===== src/rtl/wb_mux_stage.sv =====
// Write-back source selector with load extraction and a single valid/ready output register.
// Optional WB_PERF_CNT_EN adds wb_count/stall_count performance counters.
module wb_mux_stage #(
    parameter int DWIDTH = 32,
    parameter int NSRC = 4,
    localparam int SELW = $clog2(NSRC)
) (
    input  logic                   clk,
    input  logic                   rst,
    input  logic                   in_valid,
    output logic                   in_ready,
    input  logic [NSRC*DWIDTH-1:0] src_data,
    input  logic [SELW-1:0]        sel,
    input  logic [1:0]             load_size,
    input  logic                   load_unsigned,
    input  logic [1:0]             byte_off,
    input  logic [4:0]             rd_in,
    output logic                   out_valid,
    input  logic                   out_ready,
    output logic [DWIDTH-1:0]      WD,
    output logic [4:0]             rd_out,
    output logic                   err,
    output logic [1:0]             err_code
`ifdef WB_PERF_CNT_EN
    ,
    output logic [31:0]            wb_count,
    output logic [31:0]            stall_count
`endif
);

    logic              accept;
    logic              sel_oob;
    logic              is_load;
    logic [DWIDTH-1:0] picked;
    logic [31:0]       lw;
    logic [7:0]        lb;
    logic [15:0]       lh;
    logic [DWIDTH-1:0] ld;
    logic [DWIDTH-1:0] nxt_wd;
    logic [1:0]        cur_code;

    assign in_ready = !out_valid || out_ready;
    assign accept   = in_valid && in_ready;
    assign sel_oob  = 32'(sel) >= 32'(NSRC);
    assign is_load  = (sel == SELW'(1));

    always_comb begin
        picked = '0;
        for (int k = 0; k < NSRC; k++) begin
            if (sel == SELW'(k)) picked = src_data[k*DWIDTH +: DWIDTH];
        end
    end

    // Load extraction always works on the low word of source 1
    assign lw = src_data[DWIDTH +: 32];
    assign lb = lw[8*byte_off +: 8];
    assign lh = byte_off[1] ? lw[31:16] : lw[15:0];

    always_comb begin
        ld = '0;
        unique case (load_size)
            2'b00:   ld = load_unsigned ? DWIDTH'(lb) : DWIDTH'($signed(lb));
            2'b01:   ld = load_unsigned ? DWIDTH'(lh) : DWIDTH'($signed(lh));
            default: ld = load_unsigned ? DWIDTH'(lw) : DWIDTH'($signed(lw));
        endcase
    end

    always_comb begin
        nxt_wd = picked;
        if (sel_oob)      nxt_wd = '0;
        else if (is_load) nxt_wd = ld;
    end

    // Out-of-range select outranks any load-related cause
    always_comb begin
        cur_code = 2'b00;
        if (sel_oob) begin
            cur_code = 2'b01;
        end else if (is_load) begin
            if (load_size == 2'b11)
                cur_code = 2'b11;
            else if (load_size == 2'b01 && byte_off[0])
                cur_code = 2'b10;
            else if (load_size == 2'b10 && byte_off != 2'b00)
                cur_code = 2'b10;
        end
    end

    always_ff @(posedge clk) begin
        if (rst) begin
            out_valid <= 1'b0;
            WD        <= '0;
            rd_out    <= '0;
            err       <= 1'b0;
            err_code  <= 2'b00;
        end else begin
            if (accept) begin
                out_valid <= 1'b1;
                WD        <= nxt_wd;
                rd_out    <= rd_in;
                if (!err && cur_code != 2'b00) begin
                    err      <= 1'b1;
                    err_code <= cur_code;
                end
            end else if (out_ready) begin
                out_valid <= 1'b0;
            end
        end
    end

`ifdef WB_PERF_CNT_EN
    always_ff @(posedge clk) begin
        if (rst) begin
            wb_count    <= '0;
            stall_count <= '0;
        end else if (out_valid) begin
            if (out_ready) wb_count    <= wb_count + 32'd1;
            else           stall_count <= stall_count + 32'd1;
        end
    end
`endif

endmodule

===== config.mk =====
export PLATFORM = sky130hd
export DESIGN_NAME = wb_mux_stage
export DESIGN_NICKNAME = d
export VERILOG_FILES = /design/src/rtl/wb_mux_stage.sv
export SDC_FILE = /design/constraint.sdc
export NUM_CORES = 1
export LEC_CHECK = 0
export ABC_AREA = 1
export ABC_CLOCK_PERIOD_IN_PS = 1190
export BUFFER_PORTS_ARGS = -buffer_cell sky130_fd_sc_hd__buf_2
export CELL_PAD_IN_SITES_DETAIL_PLACEMENT = 2
export CELL_PAD_IN_SITES_GLOBAL_PLACEMENT = 2
export CORE_MARGIN = 10
export CORE_UTILIZATION = 17
export DETAILED_ROUTE_END_ITERATION = 8
export PLACE_DENSITY_LB_ADDON = 0.1
export SYNTH_ARGS = -nofsm -noshare
export SYNTH_HDL_FRONTEND = slang
export SYNTH_SLANG_ARGS = --single-unit

===== constraint.sdc =====
create_clock -name clk -period 1.19 [get_ports clk]
set_input_delay 0.2975 -clock clk [delete_from_list [all_inputs] [get_ports clk]]
set_output_delay 0.2975 -clock clk [all_outputs]
set_load 0.005 [all_outputs]

## Word-level counts from Yosys, hierarchy flattened

Cells that the tools add are included.

- Equality and inequality tests: 6
- Shift operators: 1
- Multiply operators: 0
- Div/mod/pow operators: 0
- Bitwise gates (word level): 0
- Order comparisons: 0
- Reduce and logical (&&, ||, !) cells: 13
- Mux-type cells: 14
- $add $sub $neg: 0

Operator list:

| kind | count |
|---|---|
| 32-bit 2-to-1 mux | 6 |
| 32-bit one-hot mux with 2 select lines | 1 |
| 32-bit by 6-bit indexed part select with 8-bit output | 1 |
| 16-bit 2-to-1 mux | 1 |
| 2-bit equality test, second input constant | 4 |
| 2-bit 2-to-1 mux | 4 |
| 2-bit nonzero test | 3 |
| 2-bit by 1-bit equality test with 1-bit output, second input constant | 2 |
| 1-bit logical AND | 4 |
| 2-bit logical NOT | 2 |
| 1-bit logical NOT | 2 |
| 1-bit 2-to-1 mux | 2 |
| 2-bit AND reduction | 1 |
| 1-bit logical OR | 1 |

- Memories kept: 0
- Output and inout port bits: 42
- Bits in read-only memories: 0
- Memory bits (writable): 0
- Bits in latches: 0
- Bits in registers: 41
- Bits of input ports: 144
- Word-level logic and storage cells: 39

## Logic depth before layout (Yosys ltp)

- Word-level depth: 9
- Mapped depth: 9
- Mapped depth without buffers: 9

## Worst setup path after synthesis

Ideal clock, no wire load.

- Path kind: in2reg
- Start point: in byte_off[1]
- End point: reg WD[26]
- Cell stages on the path: 8
- Library setup time: 0.122 ns
- Data required time: 1.068 ns
- Buffers on the path: 2
- Slack: -0.075 ns
- Data arrival time: 1.143 ns
- Cell sequence: buf_4 nand2_1 nand2_1 nand2_1 nand2_2 o21ai_4 buf_6 a21oi_2

- Cells in the longest elaborated chain, start to end: 4
- Elaborated cells between the ends (all ways): 6
- Classes of those cells: shift (1); mux (5)

Ends and longest elaborated chain:

| element | RTL line | text |
|---|---|---|
| from (decl) | 16 | `input logic [1:0] byte_off,` |
| 32-bit by 6-bit indexed part select with 8-bit output / 16-bit 2-to-1 mux (equally long branches) | 56, 57 |  |
| 32-bit 2-to-1 mux, on equally long branches | 62, 63 |  |
| 32-bit one-hot mux with 2 select lines * | 61 | `unique case (load_size)` |
| 32-bit 2-to-1 mux * | 71 | `else if (is_load) nxt_wd = ld;` |
| to (signal assigned) | 99 | `WD <= nxt_wd;` |
| to (decl) | 20 | `output logic [DWIDTH-1:0] WD,` |

Every way passes the cells marked *; elsewhere a longest branch is shown, timed or not.
A chain may end at the register's enable or synchronous reset.

## Worst setup path after layout

- Start point: reg out_valid
- End point: out in_ready

- Cells in the longest elaborated chain, start to end: 2

Ends and longest elaborated chain:

| element | RTL line | text |
|---|---|---|
| from (decl) | 18 | `output logic out_valid,` |
| from (signal assigned) | 91 | `out_valid <= 1'b0;` |
| from (signal assigned) | 98 | `out_valid <= 1'b1;` |
| from (signal assigned) | 106 | `out_valid <= 1'b0;` |
| 1-bit logical NOT | 42 | `assign in_ready = !out_valid \|\| out_ready;` |
| 1-bit logical OR | 42 |  |
| to (decl) | 11 | `output logic in_ready,` |

No other way between the ends.

==> results.cfg <==
[outcome]
status = finished with violations
violations = setup timing

[pwr]
p_seq_frac = 0.339
leakage_nw = 2.41
p_per_area_nw_per_um2 = 931
switching_share = 0.310
internal_power_mw = 3.12
finalPower_mw = 4.53
clockPowerShare = 0.345
comb_power_share = 0.316
vdd_drop_max_mv = 0.567
p_sw_mw = 1.41

[timing]
finalSetupViolCount = 1
period_share = 1.01
fin_crit_ns = 1.21
rsz0062_at_grt = true
worst_slew_pin_slew_ns = 0.299
fmax_mhz = 828
finClkSkew_ns = 0.00511
timing.hold.ws_ns = 0.263
fin_ws_ns = -0.0172
slew_violations = 0
slew_headroom = 0.800
finalHoldViolations = 0

[synth]
syn_nets = 619
synth_xor_area_frac = 0
synthAdderAreaFrac = 0
synth.yosys.seq_area_share = 0.291
synth_cells = 475
syn_area_um2 = 2820
synth.distinct_cells = 22
ys_ff_latch = 41
synth-simple-area-share = 0.378
synth_top_family_by_area = simple AND/OR/NAND/NOR gates
synth-compound-area-share = 0.246
synth_mux_area_frac = 0
syn_avg_cell_area_um2 = 5.94
yosysWarnings = 0

[setup_path]
crit_path_end_kind = output port
crit_fanout = 2
worstPathRequired_ns = 0.89
critPathKind = register to output port
cp.arrival_ns = 0.91
start_kind = register

[floorplanning]
dieArea_um2 = 22200
rows = 47
die_y_um = 149
die_w_um = 149
io_pins = 186
core_area_um2 = 16400
start_util = 0.172

[clocking]
numCtsBuffers = 5
path_clk_slew_ns = 0.06
cts_sinks = 41
htree_levels = 2
root_buffer = clkbuf_16
cts_buffer_depth = 2
clk-insertion-delay-late_ns = 0.29
cts_tree = done
cts_hold_buf = 0

[routing]
drtIter0Drc = 143
vias = 4145
drt-total-wl_mm = 17.7
via_per_inst = 4.49
antenna_left = 0
routedWlPerCell_um = 19.2
drc = 0
dr.pass1.iters = 4

[placement]
numPortBuffers = 185
place_ws_ns = -0.585
post-dp-hpwl_mm = 14.8
routabilityCongestion = 0.793

[final_layout]
antennaDiodeCount = 0
final_nets = 847
drive_above_1_share = 0.442
nFillCells = 2026
areaGrowthSynthToFinish_pct = 72.5

[job]
drv_cap = 0

[global_route]
grt_max_degree = 27
antenna_found_initial = 0
grt_pass1_wl_mm = 26.7
grt_usage = 0.155
grt_overflow = 0
grt_pass1_vias = 4658

[min_path]
hold_class = input port to register
-- cells by family (layout without fill, tap and decap cells) --
logic type / count (synthesis) / count (layout)
simple gates: 254 / 254
flops: 41 / 41
compound gates: 124 / 124
buf+inv: 56 / 284
-- routing by layer --
layer | up-vias | routed length (um) | GRT usage
met1 | 1998 | 7700 | 0.187
li1 | 2035 | - | -
met4 | 0 | 116 | 0.0236
met2 | 103 | 9070 | 0.280
met3 | 9 | 850 | 0.0361
met5 | - | 0 | 0
-- sequential cells by signal, summed over array words and instances, names as in the netlist --
signal	count
err	1
rd_out	5
err_code	2
out_valid	1
WD	32
-- power by group through the flow --
stage                     clock, mW  combinational (mW)  sequential [mW]
after detailed placement          0                1.36             1.56
final                          1.56                1.43             1.53
after global routing           1.68                1.61             1.55
after CTS                      1.62                1.39             1.53
after floorplan                   0               0.542             1.57
after global placement            0                1.32             1.56
-- cells in the final DEF, fill, tap and decap left out, drive strengths merged --
cell    count
clkbuf      7
nand4      12
clkinv      1
bufinv      1
nor3        1
a21oi      53
a211oi      8
buf       249
dfxtp      41
nor2       36
inv        26
o21ai      63
nand2     165
nand3      40
-- worst paths after layout --
| path | startpoint | to | slack, ns | cells past startpoint |
|---|---|---|---|---|
| setup / recovery | out_valid | in_ready | -0.02 | 3 |
| hold / removal | rd_in[0] | rd_out[0] | 0.26 | 3 |
| setup reg to reg | out_valid | err_code[1] | 0.03 | 7 |
| hold reg to reg | err_code[1] | err_code[1] | 0.46 | 2 |
-- critical path: stages (launching register included) --
cell	delay, ns
dfxtp_2	0.34
nand2_4	0.06
buf_6	0.11
buf_6	0.10
-- Yosys cell counts --
cell / count / area, um^2
a211oi_1: 8 / 60.1
nand3_1: 40 / 200
dfxtp_1: 41 / 821
o21ai_0: 62 / 310
nor2_1: 33 / 124
nor2_2: 2 / 12.5
nand4_1: 12 / 75.1
buf_1: 1 / 3.75
inv_2: 5 / 18.8
buf_6: 1 / 11.3
buf_2: 16 / 80.1
nand2_2: 3 / 18.8
nor2_4: 1 / 11.3
o21ai_4: 1 / 16.3
a21oi_2: 11 / 96.3
inv_1: 21 / 78.8
nand2_4: 1 / 11.3
nand2_1: 161 / 604
a21oi_1: 42 / 210
clkbuf_1: 11 / 41.3
buf_4: 1 / 7.51
nor3_2: 1 / 10.0
-- layout make-up --
class	instances	area, um^2	share of cell area
sequential	41	822	0.169
multi-input combinational	378	1870	0.384
clock buffer	5	125	0.0257
tap	220	275	0.0565
clock inverter	2	35.0	0.00720
inverter	26	105	0.0216
timing repair buffer	251	1630	0.336
-- repair_timing --
| action | in CTS | in global routing |
|---|---|---|
| setup endpoints to repair | 33 | 29 |
| gates resized for setup | 17 | 39 |
| buffers inserted | 1 | 3 |
| pin swaps | 4 | 5 |
| cloned | 0 | 2 |
-- stage by stage --
step | cell area, um^2 | utilization | cells | TNS (ns)
after detailed placement | 4450 | 0.271 | 910 | -13.33
after CTS | 4690 | 0.286 | 918 | -0.0268
final | 4870 | 0.297 | 923 | -0.0172
after floorplan | 2830 | - | 475 | -0.299
after global placement | 4450 | 0.271 | 910 | -10.14
after global routing | 4870 | 0.297 | 923 | -0.231
(Power assumes the default switching activity.)
